<file path="src/rtl/regfile_mp_if.sv">
// rtl/regfile_mp_if.sv - read/write port bundle for the decode-stage register file
interface regfile_mp_if #(
  parameter int XLEN = 32,
  parameter int AW   = 5
);
  logic [AW-1:0]   rs1;
  logic [AW-1:0]   rs2;
  logic            hold;
  logic [AW-1:0]   wd_reg;
  logic [XLEN-1:0] rdv;
  logic            wren;
  logic [XLEN-1:0] rs1v;
  logic [XLEN-1:0] rs2v;
  logic            ready;

  modport master (
    output rs1, rs2, hold, wd_reg, rdv, wren,
    input  rs1v, rs2v, ready
  );

  modport slave (
    input  rs1, rs2, hold, wd_reg, rdv, wren,
    output rs1v, rs2v, ready
  );
endinterface

</file>
<file path="src/rtl/regfile_mp.sv">
// rtl/regfile_mp.sv - 2R1W register file with sequential clear, read hold, zero entry 0
// Optional write-to-read forwarding: define REGFILE_BYPASS_EN (default read-first).
module regfile_mp #(
  parameter int XLEN  = 32,
  parameter int NREGS = 32,
  parameter int AW    = $clog2(NREGS)
) (
  input  logic        clk,
  input  logic        rst,
  regfile_mp_if.slave bus
);
  typedef enum logic {CLEAR, RUN} state_t;

  state_t          state_q, state_d;
  logic [AW-1:0]   clr_idx;
  logic [XLEN-1:0] mem [NREGS];
  logic            clr_last;
  logic            rs1_ok, rs2_ok, wd_ok;
  logic            wr_ok;
  logic [XLEN-1:0] rd1, rd2;

  // A power-of-two file has no unused addresses, so the range check folds away.
  generate
    if (NREGS == (1 << AW)) begin : g_full
      assign rs1_ok = 1'b1;
      assign rs2_ok = 1'b1;
      assign wd_ok  = 1'b1;
    end else begin : g_partial
      assign rs1_ok = (bus.rs1    < AW'(NREGS));
      assign rs2_ok = (bus.rs2    < AW'(NREGS));
      assign wd_ok  = (bus.wd_reg < AW'(NREGS));
    end
  endgenerate

  assign clr_last = (clr_idx == AW'(NREGS - 1));
  assign wr_ok    = !rst && (state_q == RUN) && bus.wren && (bus.wd_reg != '0) && wd_ok;

  always_comb begin
    state_d = state_q;
    if (state_q == CLEAR && clr_last)
      state_d = RUN;
  end

  always_comb begin
    rd1 = '0;
    rd2 = '0;
    if (rs1_ok && bus.rs1 != '0)
      rd1 = mem[bus.rs1];
    if (rs2_ok && bus.rs2 != '0)
      rd2 = mem[bus.rs2];
`ifdef REGFILE_BYPASS_EN
    if (wr_ok && bus.rs1 == bus.wd_reg)
      rd1 = bus.rdv;
    if (wr_ok && bus.rs2 == bus.wd_reg)
      rd2 = bus.rdv;
`endif
  end

  always_ff @(posedge clk) begin
    if (rst) begin
      state_q   <= CLEAR;
      clr_idx   <= '0;
      bus.ready <= 1'b0;
      bus.rs1v  <= '0;
      bus.rs2v  <= '0;
    end else begin
      state_q <= state_d;
      if (state_q == CLEAR) begin
        clr_idx  <= clr_idx + 1'b1;
        bus.rs1v <= '0;
        bus.rs2v <= '0;
        if (clr_last)
          bus.ready <= 1'b1;
      end else if (!bus.hold) begin
        bus.rs1v <= rd1;
        bus.rs2v <= rd2;
      end
    end
  end

  // Storage has no reset of its own; the CLEAR walk zeroes it after every rst.
  always_ff @(posedge clk) begin
    if (state_q == CLEAR)
      mem[clr_idx] <= '0;
    else if (wr_ok)
      mem[bus.wd_reg] <= bus.rdv;
  end
endmodule

</file>
<file path="src/flat_wrapper.sv">
// flat-port wrapper written by rule: the top's interface ports become plain ports
module regfile_mp_flat 
#(
  parameter int XLEN  = 32,
  parameter int NREGS = 32,
  parameter int AW    = $clog2(NREGS)
)
  (clk, rst, bus_rs1, bus_rs2, bus_hold, bus_wd_reg, bus_rdv, bus_wren, bus_rs1v, bus_rs2v, bus_ready);
  regfile_mp_if #(.XLEN(XLEN), .AW(AW)) bus_i ();
  input  logic clk;
  input  logic rst;
  input wire logic [$bits(bus_i.rs1)-1:0] bus_rs1;
  input wire logic [$bits(bus_i.rs2)-1:0] bus_rs2;
  input wire logic [$bits(bus_i.hold)-1:0] bus_hold;
  input wire logic [$bits(bus_i.wd_reg)-1:0] bus_wd_reg;
  input wire logic [$bits(bus_i.rdv)-1:0] bus_rdv;
  input wire logic [$bits(bus_i.wren)-1:0] bus_wren;
  output wire logic [$bits(bus_i.rs1v)-1:0] bus_rs1v;
  output wire logic [$bits(bus_i.rs2v)-1:0] bus_rs2v;
  output wire logic [$bits(bus_i.ready)-1:0] bus_ready;
  assign bus_i.rs1 = bus_rs1;
  assign bus_i.rs2 = bus_rs2;
  assign bus_i.hold = bus_hold;
  assign bus_i.wd_reg = bus_wd_reg;
  assign bus_i.rdv = bus_rdv;
  assign bus_i.wren = bus_wren;
  assign bus_rs1v = bus_i.rs1v;
  assign bus_rs2v = bus_i.rs2v;
  assign bus_ready = bus_i.ready;
  regfile_mp #(.XLEN(XLEN), .NREGS(NREGS), .AW(AW)) u_core (.clk(clk), .rst(rst), .bus(bus_i));
endmodule
</file>
<file path="config.mk">
export PLATFORM = sky130hd
export DESIGN_NAME = regfile_mp_flat
export DESIGN_NICKNAME = d
export VERILOG_FILES = /design/src/rtl/regfile_mp_if.sv /design/src/rtl/regfile_mp.sv /design/src/flat_wrapper.sv
export SDC_FILE = /design/constraint.sdc
export NUM_CORES = 1
export LEC_CHECK = 0
export CELL_PAD_IN_SITES_DETAIL_PLACEMENT = 0
export CELL_PAD_IN_SITES_GLOBAL_PLACEMENT = 1
export CORE_MARGIN = 5
export CORE_UTILIZATION = 55
export CTS_BUF_LIST = sky130_fd_sc_hd__clkbuf_16
export CTS_CLUSTER_SIZE = 28
export DETAILED_ROUTE_END_ITERATION = 16
export PLACE_DENSITY = 0.86
export RECOVER_POWER = 25
export SYNTH_ARGS = -nofsm -noshare
export SYNTH_HDL_FRONTEND = slang
export SYNTH_SLANG_ARGS = --single-unit
</file>
<file path="constraint.sdc">
create_clock -name clk -period 5 [get_ports clk]
set_clock_uncertainty 0.1 [all_clocks]
set_input_delay 1 -clock clk [delete_from_list [all_inputs] [get_ports clk]]
set_output_delay 1 -clock clk [all_outputs]
set_load 0.02 [all_outputs]
</file>
==> out/results.ini, run 1 <==
[sta]
tightest_slew_ns = 2.23
slew_headroom = -0.484
setup_ws_ns = 0.597
maxSlewViolCount = 222
final.period_utilization = 0.881
max_freq_mhz = 227
setup_viol_count_final = 0
period_needed_ns = 4.40
rsz0062_at_grt = false
tns_ns = 0
hold_viol_final = 0

[synth]
synth_nets = 2803
syn_inst = 2750
yosysUniqueCellTypes = 41
synth_ff_type = edfxtp_1
synth_edf_count = 1024
syn_avg_cell_area_um2 = 18.3
yosysMostFrequentCell = edfxtp_1
yosysSeqAreaShare = 0.639
yosysTopAreaCellShare = 0.612
yosysWarnings = 0
synth_area_leader_cell = edfxtp_1
synth_area_um2 = 50300
synthArstFlopShare = 0
synth_seq_cells = 1094
synth_area_leaders = edfxtp_1 (61%), mux4_2 (17%), mux2i_1 (7.4%)
yosys-top-cells-count = edfxtp_1 (1024), mux4_2 (384), mux2i_1 (374), clkbuf_1 (99), a22o_1 (90)

[pwr]
power.total_mw = 19.3
peakVddDrop_mv = 0.270
power_leakage_nw = 17.4
power_density_nw_per_um2 = 340

[finish]
multi_input_area_um2 = 17200
fin_area_um2 = 56700
fillers = 6208
drive_gt1_frac = 0.245
layout-area-overhead-vs-synth_pct = 12.7
nNetsFinal = 2905
seq_area_um2 = 32200

[clock_tree]
cts-resized-gates = 0
cts_made_buffers = 108
clk_latency_ns = 0.70
hold_buffers = 0
cts_num_sinks = 1094
root_buffer = clkbuf_16
cts.htree.levels = 3
clock_path_buffers = 3
cts_tree = yes
cts_setup_buffers = 0
clk_pin_slew_ns = 0.06

[route]
drtIter0Drc = 4343
vias = 30714
vias_per_cell = 7.42
firstDrtPassIters = 5
drc = 0
antenna_left = 0
drt-total-wl_mm = 154
wire_per_inst_um = 37.2

[setup_path]
critPathLaunchType = input port
worst-endpoint-required_ns = 5.15
cp.arrival_ns = 4.55
path_class = in -> reg
cp_max_fo = 18
crit_start = rst
timing.rr.start = u_core.state_q
end_kind = register

[floorplanning]
initial_utilization = 0.551
pin_count = 116
die_area_um2 = 97600
rows = 111
die_h_um = 312
design.core.area_um2 = 91200
dieWidth_um = 312

[status]
status = complete, but fails checks
violations = capacitance limit, slew limit

[place]
dp_hpwl_mm = 88.7
port_buffers = 115
place_ws_ns = 0.553
routabilityCongestion = 0.850
placed_area_um2 = 53200

[global_routing]
grt_usage = 0.310
gr-total-overflow = 0
grt_pass1_wl_mm = 219
grt_max_degree = 95
antenna_found_initial = 14
grt_pass1_vias = 31439

[min_path]
hp-start = u_core.clr_idx[0]
worstHoldPathType = reg -> reg

[flow_run]
maxCapViolations = 9

layout by cell type (no fill, tap or decap), types with 13 or more instances in the layout:
master              n
a31o_1             39
a31o_2             25
mux2i_1           374
nor2b_1            16
buf_12             25
a22o_1             90
a211o_1            13
mux4_2            384
o211ai_1           64
inv_1              36
dfxtp_1            70
a22oi_1            41
nand3_1            65
a21o_1             20
clkinv_1           27
nand2_1            52
clkdlybuf4s50_1    41
edfxtp_1         1024
a32oi_1            67
nor2_4             21
and2_1             25
clkbuf_16         110
buf_4              75
dlygate4sd3_1      66
clkinv_2           19
o21ai_0            45
through the flow:
step / instances / hold slack [ns] / utilization
3_3_place_gp: 3928 / 0.422 / 0.584
2_1_floorplan: 2750 / 0.401 / -
3_5_place_dp: 3928 / 0.468 / 0.584
5_1_grt: 4132 / 0.519 / 0.621
4_1_cts: 4132 / 0.481 / 0.622
6_report: 4139 / 0.489 / 0.621
area by class of cell:
| class | count | area share |
|---|---|---|
| Clock inverter | 94 | 0.0137 |
| Sequential cell | 1094 | 0.567 |
| Inverter | 9 | 0.000596 |
| Antenna cell | 7 | 0.000309 |
| Clock buffer | 110 | 0.0486 |
| Tap cell | 1186 | 0.0262 |
| Timing Repair Buffer | 227 | 0.0400 |
| Multi-Input combinational cell | 1412 | 0.304 |
worst max-delay path: stages:
cell and delay (ns):
dlygate4sd3_1 0.80, nand3b_1 0.39, a21o_1 0.24, a22oi_1 0.20
nor3_1 0.27, clkbuf_1 1.63
kinds of logic (layout without fill, tap and decap cells):
family                   after synthesis  count (layout)  share of synthesized area
AO/OA/AOI/OAI                        414             414                     0.0656
XOR/XNOR                               2               2                   0.000348
adder cells (fa/ha/maj)                2               2                   0.000498
buffers and inverters                244             440                     0.0242
flip-flops                          1094            1094                      0.639
multiplexers                         758             758                      0.246
other                                  0               7                          0
AND/OR/NAND/NOR                      236             236                     0.0235
power by group:
group          leakage (nW)  internal [mW]  switching (mW)
clock                  1.83           4.56            3.51
sequential             8.61           9.98          0.0551
combinational          6.96          0.487           0.695
total                  17.4           15.0            4.26
final timing paths:
check | to | cells past startpoint | slack, ns
max | u_core.mem[15][8] | 6 | 0.60
min | u_core.clr_idx[0] | 2 | 0.49
max reg2reg | u_core.mem[15][8] | 6 | 1.14
min reg2reg | u_core.clr_idx[0] | 2 | 0.49
flip-flops by register name, summed over array words and instances (netlist names):
register,flops
u_core.bus.rs2v,32
u_core.state_q,1
u_core.mem,1024
u_core.bus.rs1v,32
u_core.clr_idx,5
routing by layer:
metal / up-vias / track usage / share of wire
li1: 11917 / - / -
met1: 15910 / 0.415 / 0.35
met5: - / 0 / 0.00030
met3: 488 / 0.0693 / 0.12
met2: 2393 / 0.497 / 0.48
met4: 6 / 0.136 / 0.051
No activity file was read; power rests on OpenSTA's default activity.
==> inputs of run 2 (changes only) <==
--- a/config.mk
+++ b/config.mk
@@ -8,11 +8,10 @@
 export CELL_PAD_IN_SITES_DETAIL_PLACEMENT = 0
 export CELL_PAD_IN_SITES_GLOBAL_PLACEMENT = 1
 export CORE_MARGIN = 5
-export CORE_UTILIZATION = 55
-export CTS_BUF_LIST = sky130_fd_sc_hd__clkbuf_16
+export CORE_UTILIZATION = 35
 export CTS_CLUSTER_SIZE = 28
 export DETAILED_ROUTE_END_ITERATION = 16
-export PLACE_DENSITY = 0.86
+export PLACE_DENSITY = 0.6
 export RECOVER_POWER = 25
 export SYNTH_ARGS = -nofsm -noshare
 export SYNTH_HDL_FRONTEND = slang
==> out/results.ini, run 2 (synthesized netlist as in run 1, its figures left out) <==
[floorplanning]
dieWidth_um = 389  ; +25%
die_h_um = 389  ; +25%
design.core.area_um2 = 143000  ; +57%
rows = 139  ; +25%
pin_count = 116  ; unchanged
die_area_um2 = 151000  ; +55%
initial_utilization = 0.351  ; -0.200

[sta]
rsz0062_at_grt = false
period_needed_ns = 4.15  ; -0.256 ns
final.period_utilization = 0.829  ; -0.0512
maxSlewViolCount = 271  ; +22%
setup_ws_ns = 0.853  ; +0.256 ns
setup_viol_count_final = 0  ; unchanged
max_freq_mhz = 241  ; +6.2%
whs_ns = 0.453  ; -0.0353 ns
hold_viol_final = 0  ; unchanged
tightest_slew_ns = 2.23  ; +0.00729 ns
tns_ns = 0  ; unchanged
slew_headroom = -0.508  ; -0.0238

[clock_tree]
cts.htree.levels = 3  ; unchanged
clk_latency_ns = 0.73  ; +0.03 ns
cts_tree = yes
cts_made_buffers = 113  ; +4.6%
hold_buffers = 0  ; unchanged
cts-resized-gates = 0  ; unchanged
cts_num_sinks = 1094  ; unchanged
clock_path_buffers = 3  ; unchanged
clk_pin_slew_ns = 0.06  ; about the same
root_buffer = clkbuf_16
cts_setup_buffers = 0  ; unchanged

[place]
routabilityCongestion = 0.815  ; -4.1%
place_ws_ns = 0.729  ; +0.176 ns
dp_hpwl_mm = 98.6  ; +11%
port_buffers = 115  ; unchanged
placedCellCount = 4670  ; +19%

[finish]
fillers = 12678  ; +100%
final_common_cell = edfxtp_1
drive_gt1_frac = 0.256  ; +0.0108
layout_common_cells = edfxtp_1 (1024), mux4_2 (384), mux2i_1 (374), clkbuf_16 (114), buf_4 (92)
reg.largest.list = u_core.mem (1024), u_core.bus.rs1v (32), u_core.bus.rs2v (32)
layout-area-overhead-vs-synth_pct = 15.6
regMostFlops = u_core.mem
finalNonFillerCells = 4881  ; +18%
nNetsFinal = 2935  ; +1.0%
largest_register_ffs = 1024  ; unchanged
post-route-util = 0.406  ; -0.215
n_antenna_cell = 0  ; -7

[setup_path]
cpPeakStageDelay_ns = 1.20  ; -0.43 ns
worst-endpoint-required_ns = 5.18  ; +0.03 ns
crit_chain = dlygate4sd3_1 -> nand3b_1 -> a21oi_1 -> buf_4 -> and2_0 -> clkbuf_1
path_class = in -> reg
cp_max_fo = 32  ; +14
end_kind = register
critPathLaunchType = input port
cp.arrival_ns = 4.33  ; -0.22 ns
cp_slowest_cell = clkbuf_1

[route]
wire_per_inst_um = 34.0  ; -8.6%
drt-total-wl_mm = 166  ; +7.8%
vias = 29392  ; -4.3%
firstDrtPassIters = 5  ; unchanged
vias_per_cell = 6.02  ; -19%
antenna_left = 0  ; unchanged
drc = 0  ; unchanged
drtIter0Drc = 2905  ; -33%

[global_routing]
antenna_found_initial = 3  ; -11
grt_max_degree = 85  ; -11%
grt_pass1_vias = 31227  ; -0.67%
grt_usage = 0.215  ; -0.0950
grt_pass1_wl_mm = 235  ; +7.2%
gr-total-overflow = 0  ; unchanged

[flow_run]
maxCapViolations = 9  ; unchanged

[status]
violations = capacitance limit, slew limit
status = complete, but fails checks

[pwr]
power_leakage_nw = 17.5  ; +0.79%
power_density_nw_per_um2 = 346  ; +1.6%
peakVddDrop_mv = 0.257  ; -4.8%

[min_path]
worstHoldPathType = reg -> reg

-- run 2: cell count changes in the layout (fill, tap and decap cells not counted), sizes merged --
cell | previous run | this run
dlygate4sd3 | 66 | 58
inv | 38 | 16
clkinv | 52 | 43
bufinv | 11 | 18
clkbuf | 127 | 160
buf | 103 | 125
clkdlybuf4s50 | 41 | 49
clkinvlp | 2 | 3
diode | 7 | 0
-- run 2: layout make-up --
class / count / area (um2) / area share
clock buffers: 140 / 3020 / 0.0520
clock inverters: 71 / 858 / 0.0148
inverters: 9 / 33.8 / 0.000581
multi-input cells: 1412 / 17200 / 0.296
flip-flops and latches: 1094 / 32200 / 0.553
well taps: 1903 / 2380 / 0.0410
repair buffers: 252 / 2480 / 0.0427
-- run 2: worst max-delay path: cells and delay by family --
kind | cells | cell delay, ns
compound gates | 1 | 0.35
simple gates | 2 | 0.59
buf+inv | 3 | 2.26
-- run 2: power breakdown --
group	leakage [nW]	switching (mW)	internal, mW
Sequential	8.61	0.0519	9.98
Combinational	7.02	0.711	0.490
Clock	1.90	3.64	5.22
Total	17.5	4.41	15.7
-- run 2: per-layer routing --
layer / global-route usage / part of all wire / vias up
li1: - / - / 11943
met1: 0.294 / 0.42 / 15909
met2: 0.357 / 0.49 / 1268
met3: 0.0314 / 0.061 / 270
met4: 0.0678 / 0.031 / 2
met5: 0 / 0.000078 / -
-- run 2: worst paths after layout --
check,startpoint,endpoint,slack (ns),cells after the start
max,rst,u_core.mem[1][13],0.85,6
max reg2reg,u_core.state_q,u_core.mem[1][13],1.07,5
min,u_core.clr_idx[0],u_core.clr_idx[0],0.45,2
min reg2reg,u_core.clr_idx[0],u_core.clr_idx[0],0.45,2
-- run 2: stage by stage --
step,total power [mW],instance area (um2)
final,20.1,58100
after global routing,20.7,58100
after global placement,11.4,54400
after CTS,20.3,58200
after floorplan,11.0,50300
after detailed placement,11.4,54400
